<file path="src/rtl/eg2000_tape_pkg.sv">
// rtl/eg2000_tape_pkg.sv - shared EG2000 cassette constants, thresholds and decoder state type
package eg2000_tape_pkg;

    localparam logic [7:0] LEADER_BYTE = 8'hAA;
    localparam logic [7:0] SYNC_BYTE   = 8'h66;
    localparam logic [7:0] SYSTEM_MARK = 8'h55;
    localparam int         CNT_W       = 17;

    typedef enum logic [1:0] {
        HUNT       = 2'd0,
        SYNC_CHECK = 2'd1,
        DATA       = 2'd2,
        NAME       = 2'd3
    } dec_state_t;

    function automatic int cpp_of(input int clk_rate, input int baud);
        return clk_rate / baud;
    endfunction

    function automatic int short_lim(input int cpp);
        return (3 * cpp) / 4;
    endfunction

    function automatic int long_lim(input int cpp);
        return (3 * cpp) / 2;
    endfunction

    function automatic int gap_lim(input int cpp);
        return 2 * cpp;
    endfunction

endpackage

</file>
<file path="src/rtl/eg2000_cas_decoder_if.sv">
// rtl/eg2000_cas_decoder_if.sv - decoded byte handshake between decoder and consumer
interface eg2000_cas_decoder_if;
    logic [7:0] byte_data;
    logic       byte_valid;
    logic       byte_ready;

    modport master (output byte_data, output byte_valid, input byte_ready);
    modport slave  (input byte_data, input byte_valid, output byte_ready);
endinterface

</file>
<file path="src/rtl/eg2000_fm_bit_slicer.sv">
// rtl/eg2000_fm_bit_slicer.sv - tape synchroniser, edge interval timing and FM bit slicing
module eg2000_fm_bit_slicer
    import eg2000_tape_pkg::*;
#(
    parameter int CPP = 29556
) (
    input  logic clk,
    input  logic reset,
    input  logic tape_in,
    output logic bit_out,
    output logic bit_valid,
    output logic gap,
    output logic error
);

    localparam logic [CNT_W:0] SHORT_T = (CNT_W + 1)'(short_lim(CPP));
    localparam logic [CNT_W:0] LONG_T  = (CNT_W + 1)'(long_lim(CPP));
    localparam logic [CNT_W:0] GAP_T   = (CNT_W + 1)'(gap_lim(CPP));

    logic             sync1, sync2, sync3;
    logic             half;
    logic             tape_edge;
    logic [CNT_W-1:0] cnt;
    logic [CNT_W:0]   ivl;

    assign tape_edge = sync2 ^ sync3;
    // cnt holds clocks since the last edge minus one, so ivl is the true edge spacing
    assign ivl       = {1'b0, cnt} + (CNT_W + 1)'(1);

    always_ff @(posedge clk or negedge reset) begin
        if (!reset) begin
            sync1     <= 1'b0;
            sync2     <= 1'b0;
            sync3     <= 1'b0;
            half      <= 1'b0;
            cnt       <= '0;
            bit_out   <= 1'b0;
            bit_valid <= 1'b0;
            gap       <= 1'b0;
            error     <= 1'b0;
        end else begin
            sync1     <= tape_in;
            sync2     <= sync1;
            sync3     <= sync2;
            bit_valid <= 1'b0;
            gap       <= 1'b0;
            error     <= 1'b0;
            if (tape_edge) begin
                cnt <= '0;
                if (ivl < SHORT_T) begin
                    if (half) begin
                        bit_out   <= 1'b1;
                        bit_valid <= 1'b1;
                        half      <= 1'b0;
                    end else begin
                        half <= 1'b1;
                    end
                end else if (ivl < LONG_T) begin
                    // a long interval after a lone short is a broken cell; drop it
                    if (!half) begin
                        bit_out   <= 1'b0;
                        bit_valid <= 1'b1;
                    end
                    half <= 1'b0;
                end else begin
                    error <= 1'b1;
                    half  <= 1'b0;
                end
            end else begin
                if (cnt != '1) begin
                    cnt <= cnt + CNT_W'(1);
                end
                if (ivl == GAP_T) begin
                    gap  <= 1'b1;
                    half <= 1'b0;
                end
            end
        end
    end

endmodule

</file>
<file path="src/rtl/eg2000_cas_decoder.sv">
// rtl/eg2000_cas_decoder.sv - EG2000 cassette decoder: sync hunt, byte delivery, filename capture
module eg2000_cas_decoder
    import eg2000_tape_pkg::*;
#(
    parameter int CLK_RATE = 35467980,
    parameter int BAUD     = 1200
) (
    input  logic                        clk,
    input  logic                        reset,
    input  logic                        enable,
    input  logic                        tape_in,
    eg2000_cas_decoder_if.master        byte_if,
    output logic                        sync_found,
    output logic [47:0]                 filename,
    output logic                        filename_valid,
    output logic [16:0]                 byte_count,
    output logic                        block_end,
    output logic                        overrun
);

    localparam int CPP = cpp_of(CLK_RATE, BAUD);

    logic       sl_bit, sl_bit_valid, sl_gap, sl_err;
    dec_state_t state, state_n;
    logic [7:0] shreg, sh_next, data_q;
    logic [3:0] bit_cnt;
    logic [2:0] name_cnt;
    logic       valid_q;
    logic       clear_part, enter_sync, enter_name, name_load, byte_done, leave_gap;

    eg2000_fm_bit_slicer #(.CPP(CPP)) u_slicer (
        .clk       (clk),
        .reset     (reset),
        .tape_in   (tape_in),
        .bit_out   (sl_bit),
        .bit_valid (sl_bit_valid),
        .gap       (sl_gap),
        .error     (sl_err)
    );

    assign sh_next            = {shreg[6:0], sl_bit};
    assign byte_if.byte_data  = data_q;
    assign byte_if.byte_valid = valid_q;

    always_comb begin
        state_n    = state;
        clear_part = 1'b0;
        enter_sync = 1'b0;
        enter_name = 1'b0;
        name_load  = 1'b0;
        byte_done  = 1'b0;
        leave_gap  = 1'b0;
        if (!enable) begin
            state_n    = HUNT;
            clear_part = 1'b1;
        end else if (sl_gap || sl_err) begin
            state_n    = HUNT;
            clear_part = 1'b1;
            leave_gap  = sl_gap && sync_found;
        end else if (sl_bit_valid) begin
            unique case (state)
                HUNT: begin
                    if (sh_next == SYNC_BYTE && bit_cnt >= 4'd7) begin
                        state_n    = SYNC_CHECK;
                        enter_sync = 1'b1;
                    end
                end
                SYNC_CHECK: begin
                    if (bit_cnt == 4'd7) begin
                        byte_done = 1'b1;
                        if (sh_next == SYSTEM_MARK) begin
                            state_n    = NAME;
                            enter_name = 1'b1;
                        end else begin
                            state_n = DATA;
                        end
                    end
                end
                NAME: begin
                    if (bit_cnt == 4'd7) begin
                        byte_done = 1'b1;
                        name_load = 1'b1;
                        if (name_cnt == 3'd5) begin
                            state_n = DATA;
                        end
                    end
                end
                DATA: begin
                    if (bit_cnt == 4'd7) begin
                        byte_done = 1'b1;
                    end
                end
                default: state_n = HUNT;
            endcase
        end
    end

    always_ff @(posedge clk or negedge reset) begin
        if (!reset) begin
            state          <= HUNT;
            shreg          <= '0;
            bit_cnt        <= '0;
            name_cnt       <= '0;
            data_q         <= '0;
            valid_q        <= 1'b0;
            sync_found     <= 1'b0;
            filename       <= '0;
            filename_valid <= 1'b0;
            byte_count     <= '0;
            block_end      <= 1'b0;
            overrun        <= 1'b0;
        end else begin
            state     <= state_n;
            block_end <= leave_gap;
            if (clear_part) begin
                shreg      <= '0;
                bit_cnt    <= '0;
                sync_found <= 1'b0;
            end else if (sl_bit_valid) begin
                shreg <= sh_next;
                if (enter_sync) begin
                    bit_cnt        <= '0;
                    sync_found     <= 1'b1;
                    byte_count     <= '0;
                    filename_valid <= 1'b0;
                end else if (state == HUNT) begin
                    // in HUNT the counter only proves the window is full
                    if (bit_cnt != 4'd8) begin
                        bit_cnt <= bit_cnt + 4'd1;
                    end
                end else begin
                    bit_cnt <= (bit_cnt == 4'd7) ? 4'd0 : bit_cnt + 4'd1;
                end
            end

            if (enter_name) begin
                filename <= '0;
                name_cnt <= '0;
            end
            if (name_load) begin
                filename <= {filename[39:0], sh_next};
                name_cnt <= name_cnt + 3'd1;
                if (name_cnt == 3'd5) begin
                    filename_valid <= 1'b1;
                end
            end

            if (byte_done) begin
                data_q  <= sh_next;
                valid_q <= 1'b1;
                if (valid_q && !byte_if.byte_ready) begin
                    overrun <= 1'b1;
                end
                if (byte_count != '1) begin
                    byte_count <= byte_count + 17'd1;
                end
            end else if (valid_q && byte_if.byte_ready) begin
                valid_q <= 1'b0;
            end
        end
    end

endmodule
</file>
<file path="src/flat_wrapper.sv">
// flat-port wrapper written by rule: the top's interface ports become plain ports
module eg2000_cas_decoder_flat import eg2000_tape_pkg::*;
#(
    parameter int CLK_RATE = 35467980,
    parameter int BAUD     = 1200
)
  (clk, reset, enable, tape_in, sync_found, filename, filename_valid, byte_count, block_end, overrun, byte_if_byte_data, byte_if_byte_valid, byte_if_byte_ready);
  eg2000_cas_decoder_if byte_if_i ();
  input  logic clk;
  input  logic reset;
  input  logic enable;
  input  logic tape_in;
  output logic sync_found;
  output logic [47:0] filename;
  output logic filename_valid;
  output logic [16:0] byte_count;
  output logic block_end;
  output logic overrun;
  output wire logic [$bits(byte_if_i.byte_data)-1:0] byte_if_byte_data;
  output wire logic [$bits(byte_if_i.byte_valid)-1:0] byte_if_byte_valid;
  input wire logic [$bits(byte_if_i.byte_ready)-1:0] byte_if_byte_ready;
  assign byte_if_byte_data = byte_if_i.byte_data;
  assign byte_if_byte_valid = byte_if_i.byte_valid;
  assign byte_if_i.byte_ready = byte_if_byte_ready;
  eg2000_cas_decoder #(.CLK_RATE(CLK_RATE), .BAUD(BAUD)) u_core (.clk(clk), .reset(reset), .enable(enable), .tape_in(tape_in), .byte_if(byte_if_i), .sync_found(sync_found), .filename(filename), .filename_valid(filename_valid), .byte_count(byte_count), .block_end(block_end), .overrun(overrun));
endmodule
</file>
<file path="config.mk">
export PLATFORM = sky130hd
export DESIGN_NAME = eg2000_cas_decoder_flat
export DESIGN_NICKNAME = d
export VERILOG_FILES = /design/src/rtl/eg2000_tape_pkg.sv /design/src/rtl/eg2000_cas_decoder_if.sv /design/src/rtl/eg2000_fm_bit_slicer.sv /design/src/rtl/eg2000_cas_decoder.sv /design/src/flat_wrapper.sv
export SDC_FILE = /design/constraint.sdc
export NUM_CORES = 1
export LEC_CHECK = 0
export CELL_PAD_IN_SITES_DETAIL_PLACEMENT = 1
export CELL_PAD_IN_SITES_GLOBAL_PLACEMENT = 2
export CORE_UTILIZATION = 32
export CTS_BUF_LIST = sky130_fd_sc_hd__clkbuf_4 sky130_fd_sc_hd__clkbuf_8 sky130_fd_sc_hd__clkbuf_16
export DETAILED_ROUTE_END_ITERATION = 8
export PLACE_DENSITY_LB_ADDON = 0.15
export SETUP_SLACK_MARGIN = 0.05
export SLEW_MARGIN = 10
export SYNTH_ARGS = -nofsm -noshare
export SYNTH_HDL_FRONTEND = slang
export SYNTH_SLANG_ARGS = --single-unit
</file>
<file path="constraint.sdc">
create_clock -name clk -period 2.9 [get_ports clk]
set_clock_uncertainty 0.1 [all_clocks]
set_input_delay 0.29 -clock clk [delete_from_list [all_inputs] [get_ports clk]]
set_output_delay 0.29 -clock clk [all_outputs]
set_load 0.1 [all_outputs]
</file>
# --- Yosys cells after proc, flatten, opt, wreduce, memory -nomap -nowiden ---
# Index checks and enable logic that the tools add are counted.
op_classes:
  addsub: 5
  order_cmp: 3
  eq_ne: 20
  muxes: 79
  n_bitwise: 1
  reduce_logical: 20
ops:
  columns: ["operator", "count"]
  rows:
  - ["17-bit two-way mux", 7]
  - ["48-bit two-way mux", 2]
  - ["1-bit two-way mux", 52]
  - ["17-bit by 1-bit adder with 17-bit output, second input constant", 2]
  - ["17-bit inequality test, second input constant", 2]
  - ["4-bit two-way mux", 6]
  - ["4-bit by 2-bit inequality test with 1-bit output, second input constant", 5]
  - ["17-bit by 1-bit adder with 18-bit output, second input constant", 1]
  - ["18-bit by 16-bit equality test with 1-bit output, second input constant", 1]
  - ["18-bit by 15-bit < comparator with 1-bit output, second input constant", 1]
  - ["18-bit by 16-bit < comparator with 1-bit output, second input constant", 1]
  - ["8-bit by 7-bit equality test with 1-bit output, second input constant", 2]
  - ["2-bit two-way mux", 7]
  - ["7-bit two-way mux", 2]
  - ["2-bit nonzero test", 7]
  - ["3-bit two-way mux", 2]
  - ["2-bit one-hot mux with 3 select lines", 1]
  - ["2-bit AND reduction", 3]
  - ["6-bit AND reduction", 1]
  - ["5-bit by 1-bit inequality test with 1-bit output, second input constant", 1]
  - ["4-bit by 1-bit adder with 4-bit output, second input constant", 1]
  - ["2-bit equality test, second input constant", 2]
  - ["4-bit by 3-bit equality test with 1-bit output, second input constant", 1]
  - ["4-bit by 3-bit >= comparator with 1-bit output, second input constant", 1]
  - ["14 further kinds", 17]
word_totals:
  regBits: 119

# --- Logic depth before layout (Yosys ltp) ---
depth:
  ltp_word: 12
  depth_mapped: 14
  mapped_depth_nobuf: 12

# --- Cells and area by module ---
# A second synthesis with hierarchy kept.
unflattened:
  cells_unflattened: 541
  area_unflattened_um2: 5896.9
by_module_without_submodules:
  columns: ["mod", "instances", "cells_each", "area_per_inst_um2", "seq_area_each_um2"]
  rows:
  - ["eg2000_cas_decoder", 1, 333, 4121.5, 2352.3]
  - ["eg2000_fm_bit_slicer", 1, 208, 1775.5, 625.6]

# --- Least setup slack after synthesis ---
# No wires, ideal clock.
synth_path:
  path_type: "register to register"
  startpoint: "register u_core.byte_count[0]"
  endpoint: "register u_core.byte_count[15]"
  setup_time_ns: 0.093
  arrival_ns: 3.220
  t_required_ns: 2.707
  slack_ns: -0.513
  stages_incl_launch_ff: 12
  path_buffers: 1
  synth_period_minus_slack_ns: 3.413
  cell_sequence: "dfrtp_1 -> ha_1 -> and3_1 -> clkbuf_1 -> nand3b_1 -> nor2_1 -> and3_1 -> ha_1 -> nor4_1 -> nand4_1 -> nor3_1 -> mux2i_1"
synth_between:
  elab_chain_cells: 3
  elab_cells_between_ends: 4
synth_lines:
  columns: ["item", "line_no", "rtl"]
  rows:
  - ["start: declaration", "eg2000_cas_decoder.sv:16", "output logic [16:0] byte_count,"]
  - ["start signal: assignment", "eg2000_cas_decoder.sv:155", "byte_count <= byte_count + 17'd1;"]
  - ["17-bit by 1-bit adder with 17-bit output / 17-bit inequality test (equally long branches)", "eg2000_cas_decoder.sv:155, eg2000_cas_decoder.sv:154", null]
  - ["17-bit two-way mux (*)", "eg2000_cas_decoder.sv:154", "if (byte_count != '1) begin"]
  - ["17-bit two-way mux (*)", "eg2000_cas_decoder.sv:148", "if (byte_done) begin"]
# Every way passes the cells marked *; elsewhere a longest branch is shown, timed or not.
# A chain may end at the register's enable or synchronous reset.

# --- Final worst setup path ---
layout_path:
  startpoint: "register u_core.byte_count[4]"
  endpoint: "register u_core.byte_count[12]"
# The elaborated chain is that of the path after synthesis.

==> metrics.txt <==
status finished, final reports clean; total wire length 16500 µm; Seq/Total Area, Yosys between 50 and 60%; DRT antenna net count 0; Crit. End Element flip-flop; fin util 43.7%; vias in the first global route 5059; unrepaired setup endpoints after global routing no; drt drc 0; final setup fails 0; total track usage around a fifth; Slew @ Worst Pin 0.698 ns; final-stage net count 689; vias per cell about 5.3; DP HPWL 11400 µm; CTS clk-pin slew, worst paths 0.05 ns; GP Congestion 0.802; first-pass GRT wire length 27300 µm; TritonCTS Buffers 17; Synth Instances 567; DP Area 6920 µm²; Max transition margin 53.3%; startpoint types flip-flop; hold crit path type input pin to flip-flop; Core Footprint 17500 µm²; Die Ht 137 µm; final non-filler cell total 909; final instance area between 7000 and 8000 µm²; synthesized flop and latch total 119; clk buf depth 2; Fin. Hold Viols 0; clk_lat worst skew 0.41 ns; Post-synth EDFFs 0; MaxCap Viol Count 0; input/output buffers 82; syn avg cell area 10.2 µm²; share of cells above drive strength 1 29.1%; fin. max-slew vios 0; net count after synthesis 585; Critical Path AT approximately 2.8 ns; IO Pins 83; cell leakage power 3.47 nW; Clock Sinks approximately 120; largest net degree at the start of global routing 53; antenna diode count 0; top_reg_cell synth dfrtp_1; Site Rows 48; Layout area overhead 31.8%; Placed Cells a little under 900; initial antenna violation count 0; cell area after synthesis roughly 5800 µm²; H-tree Lvls 4; Max Clk Rate 0.377 GHz; initial drt markers 203; clock tree from TritonCTS built; Peak VDD IR 0.000462 V; Synth cell types 61; CP max FO 8; Die ar. 18700 µm²; Avg WL per Cell between 15 and 20 µm; Die Wd around 140 µm; Starting Density 33.1%; crit share post-route 91.5%; Yosys Warn Count 0; clk root buf clkbuf_16; PD cells 548 nW/µm²; ys async rst share 100%; Via Count 4862; Initial DRT Pass Iterations 6; Critical Path RT 3.08 ns; Final min period 2.65 ns; grt ovf 0; TNS Setup 0 ns; critical path class flip-flop to flip-flop
## critical path: stages (launching register included)
cell and delay, ns:
dfrtp_4 0.46, nand3_2 0.11, nor2_1 0.18, and2_1 0.22, nand3b_1 0.16, nor2_2 0.16
and3_1 0.18, ha_2 0.22, nor4_4 0.05, buf_4 0.18, buf_4 0.15, and2_1 0.12
o21ai_0 0.15, o31ai_1 0.09
## synthesized netlist by cell type (2+ instances only)
cell type	n	area share, %
a211oi_1	3	0.39
a21o_1	2	0.26
a21oi_1	11	0.95
a22o_1	46	6.9
a22oi_1	4	0.52
a31oi_1	4	0.43
and2_1	6	0.65
and3_1	10	1.1
and4_1	2	0.30
buf_1	4	0.26
buf_2	10	0.86
clkbuf_1	24	1.6
dfrtp_1	119	51
ha_1	13	2.8
inv_1	14	0.90
mux2_2	10	1.9
mux2i_1	12	2.1
nand2_1	45	2.9
nand2b_1	6	0.65
nand3_1	14	1.2
nand3b_1	4	0.52
nand4_1	14	1.5
nand4b_1	2	0.30
nor2_1	55	3.6
nor3_1	15	1.3
nor3b_1	2	0.26
nor4_1	5	0.54
nor4_2	2	0.43
o2111ai_1	2	0.30
o211ai_1	3	0.39
o21ai_0	42	3.6
o21ai_1	2	0.17
o31ai_1	6	0.78
o41ai_1	2	0.30
or3_1	2	0.22
or4_1	3	0.39
xnor2_1	20	3.0
xor2_1	4	0.60
## power breakdown
group          internal, W  switching, W
Combinational    0.0000676      0.000115
Sequential         0.00168     0.0000268
Clock              0.00152      0.000782
Total              0.00327      0.000923
## cell families (layout without fill, tap and decap cells)
family                   after synthesis  after routing  share of synthesized area (%)
buffers and inverters                 54            170                           3.90
flip-flops                           119            119                           51.2
AND/OR/NAND/NOR                      196            197                           17.2
multiplexers                          22             22                           4.01
adder cells (fa/ha/maj)               13             13                           2.80
AO/OA/AOI/OAI                        138            138                           16.9
XOR/XNOR                              25             25                           3.90
## layer usage
layer | global-route usage, % | wire [µm] | share of wire (%)
met1 | 26.2 | 8000 | 48
met2 | 29.6 | 7770 | 47
met3 | 3.78 | 495 | 3.0
met4 | 5.86 | 240 | 1.5
met5 | 0 | 0 | 0
## sequential cells by signal (all words and copies together), names as in the netlist, 2 cells and up
name                      cells
u_core.filename              48
u_core.bit_cnt                4
u_core.name_cnt               3
u_core.state                  2
u_core.shreg                  7
u_core.byte_if.byte_data      8
u_core.u_slicer.cnt          17
u_core.byte_count            17
## path summary, 6_finish.rpt
check,depth (start not counted),slack [ns],endpoint,startpoint
max in group asynchronous,3,1.58,u_core.shreg[2],reset
setup reg to reg,13,0.25,u_core.byte_count[12],u_core.byte_count[4]
setup / recovery,13,0.25,u_core.byte_count[12],u_core.byte_count[4]
hold reg to reg,0,0.26,u_core.u_slicer.sync2,u_core.u_slicer.sync1
hold / removal,1,0.22,u_core.u_slicer.sync1,tape_in
min in group asynchronous,2,0.29,u_core.byte_count[15],reset
## what timing repair did
action                                  4_1_cts  5_1_grt
resized for setup                             3       10
endpoints found under the hold margin        34        0
buffers inserted                              3        1
hold buffers                                  1        0
endpoints found under the setup margin       11       19
cloned                                        0        1
pin swaps                                     2        3
## final cells by class
cell class	instances	area (µm²)
clock buffer	22	475
timing repair buffer	124	978
clock inverter	10	168
sequential	119	3000
tap	225	282
multi-input combinational	395	2700
fill	1933	9880
inverter	14	52.6
## cells in the final DEF, fill, tap and decap left out, types with 3 or more instances in the layout
master           count
a211oi_1             3
a21oi_1             11
a22o_1              46
a22oi_1              4
a31oi_1              4
and2_1               6
and3_1              10
buf_12               3
buf_4              117
bufinv_16            4
clkbuf_16           17
clkbuf_4             3
clkdlybuf4s50_1      3
dfrtp_1            108
dfrtp_2              7
dfrtp_4              4
ha_1                10
ha_2                 3
inv_1               14
mux2_2              10
mux2i_1             12
nand2_1             45
nand2b_1             5
nand3_1             13
nand3b_1             4
nand4_1             14
nor2_1              53
nor3_1              12
nor3_2               3
nor4_1               3
o211ai_1             3
o21ai_0             41
o31ai_1              6
or4_1                3
xnor2_1             20
xor2_1               4
## stage by stage
stage | total power, W | hold slack, ns | setup slack [ns]
global placement | 0.00192 | 0.200 | 0.172
floorplan | 0.00183 | -0.106 | 0.0948
global route | 0.00434 | 0.219 | 0.0571
detailed placement | 0.00193 | 0.204 | -0.0249
CTS | 0.00427 | 0.202 | 0.0600
finish | 0.00419 | 0.223 | 0.245
Note: power is estimated with default switching activity, not from simulation.
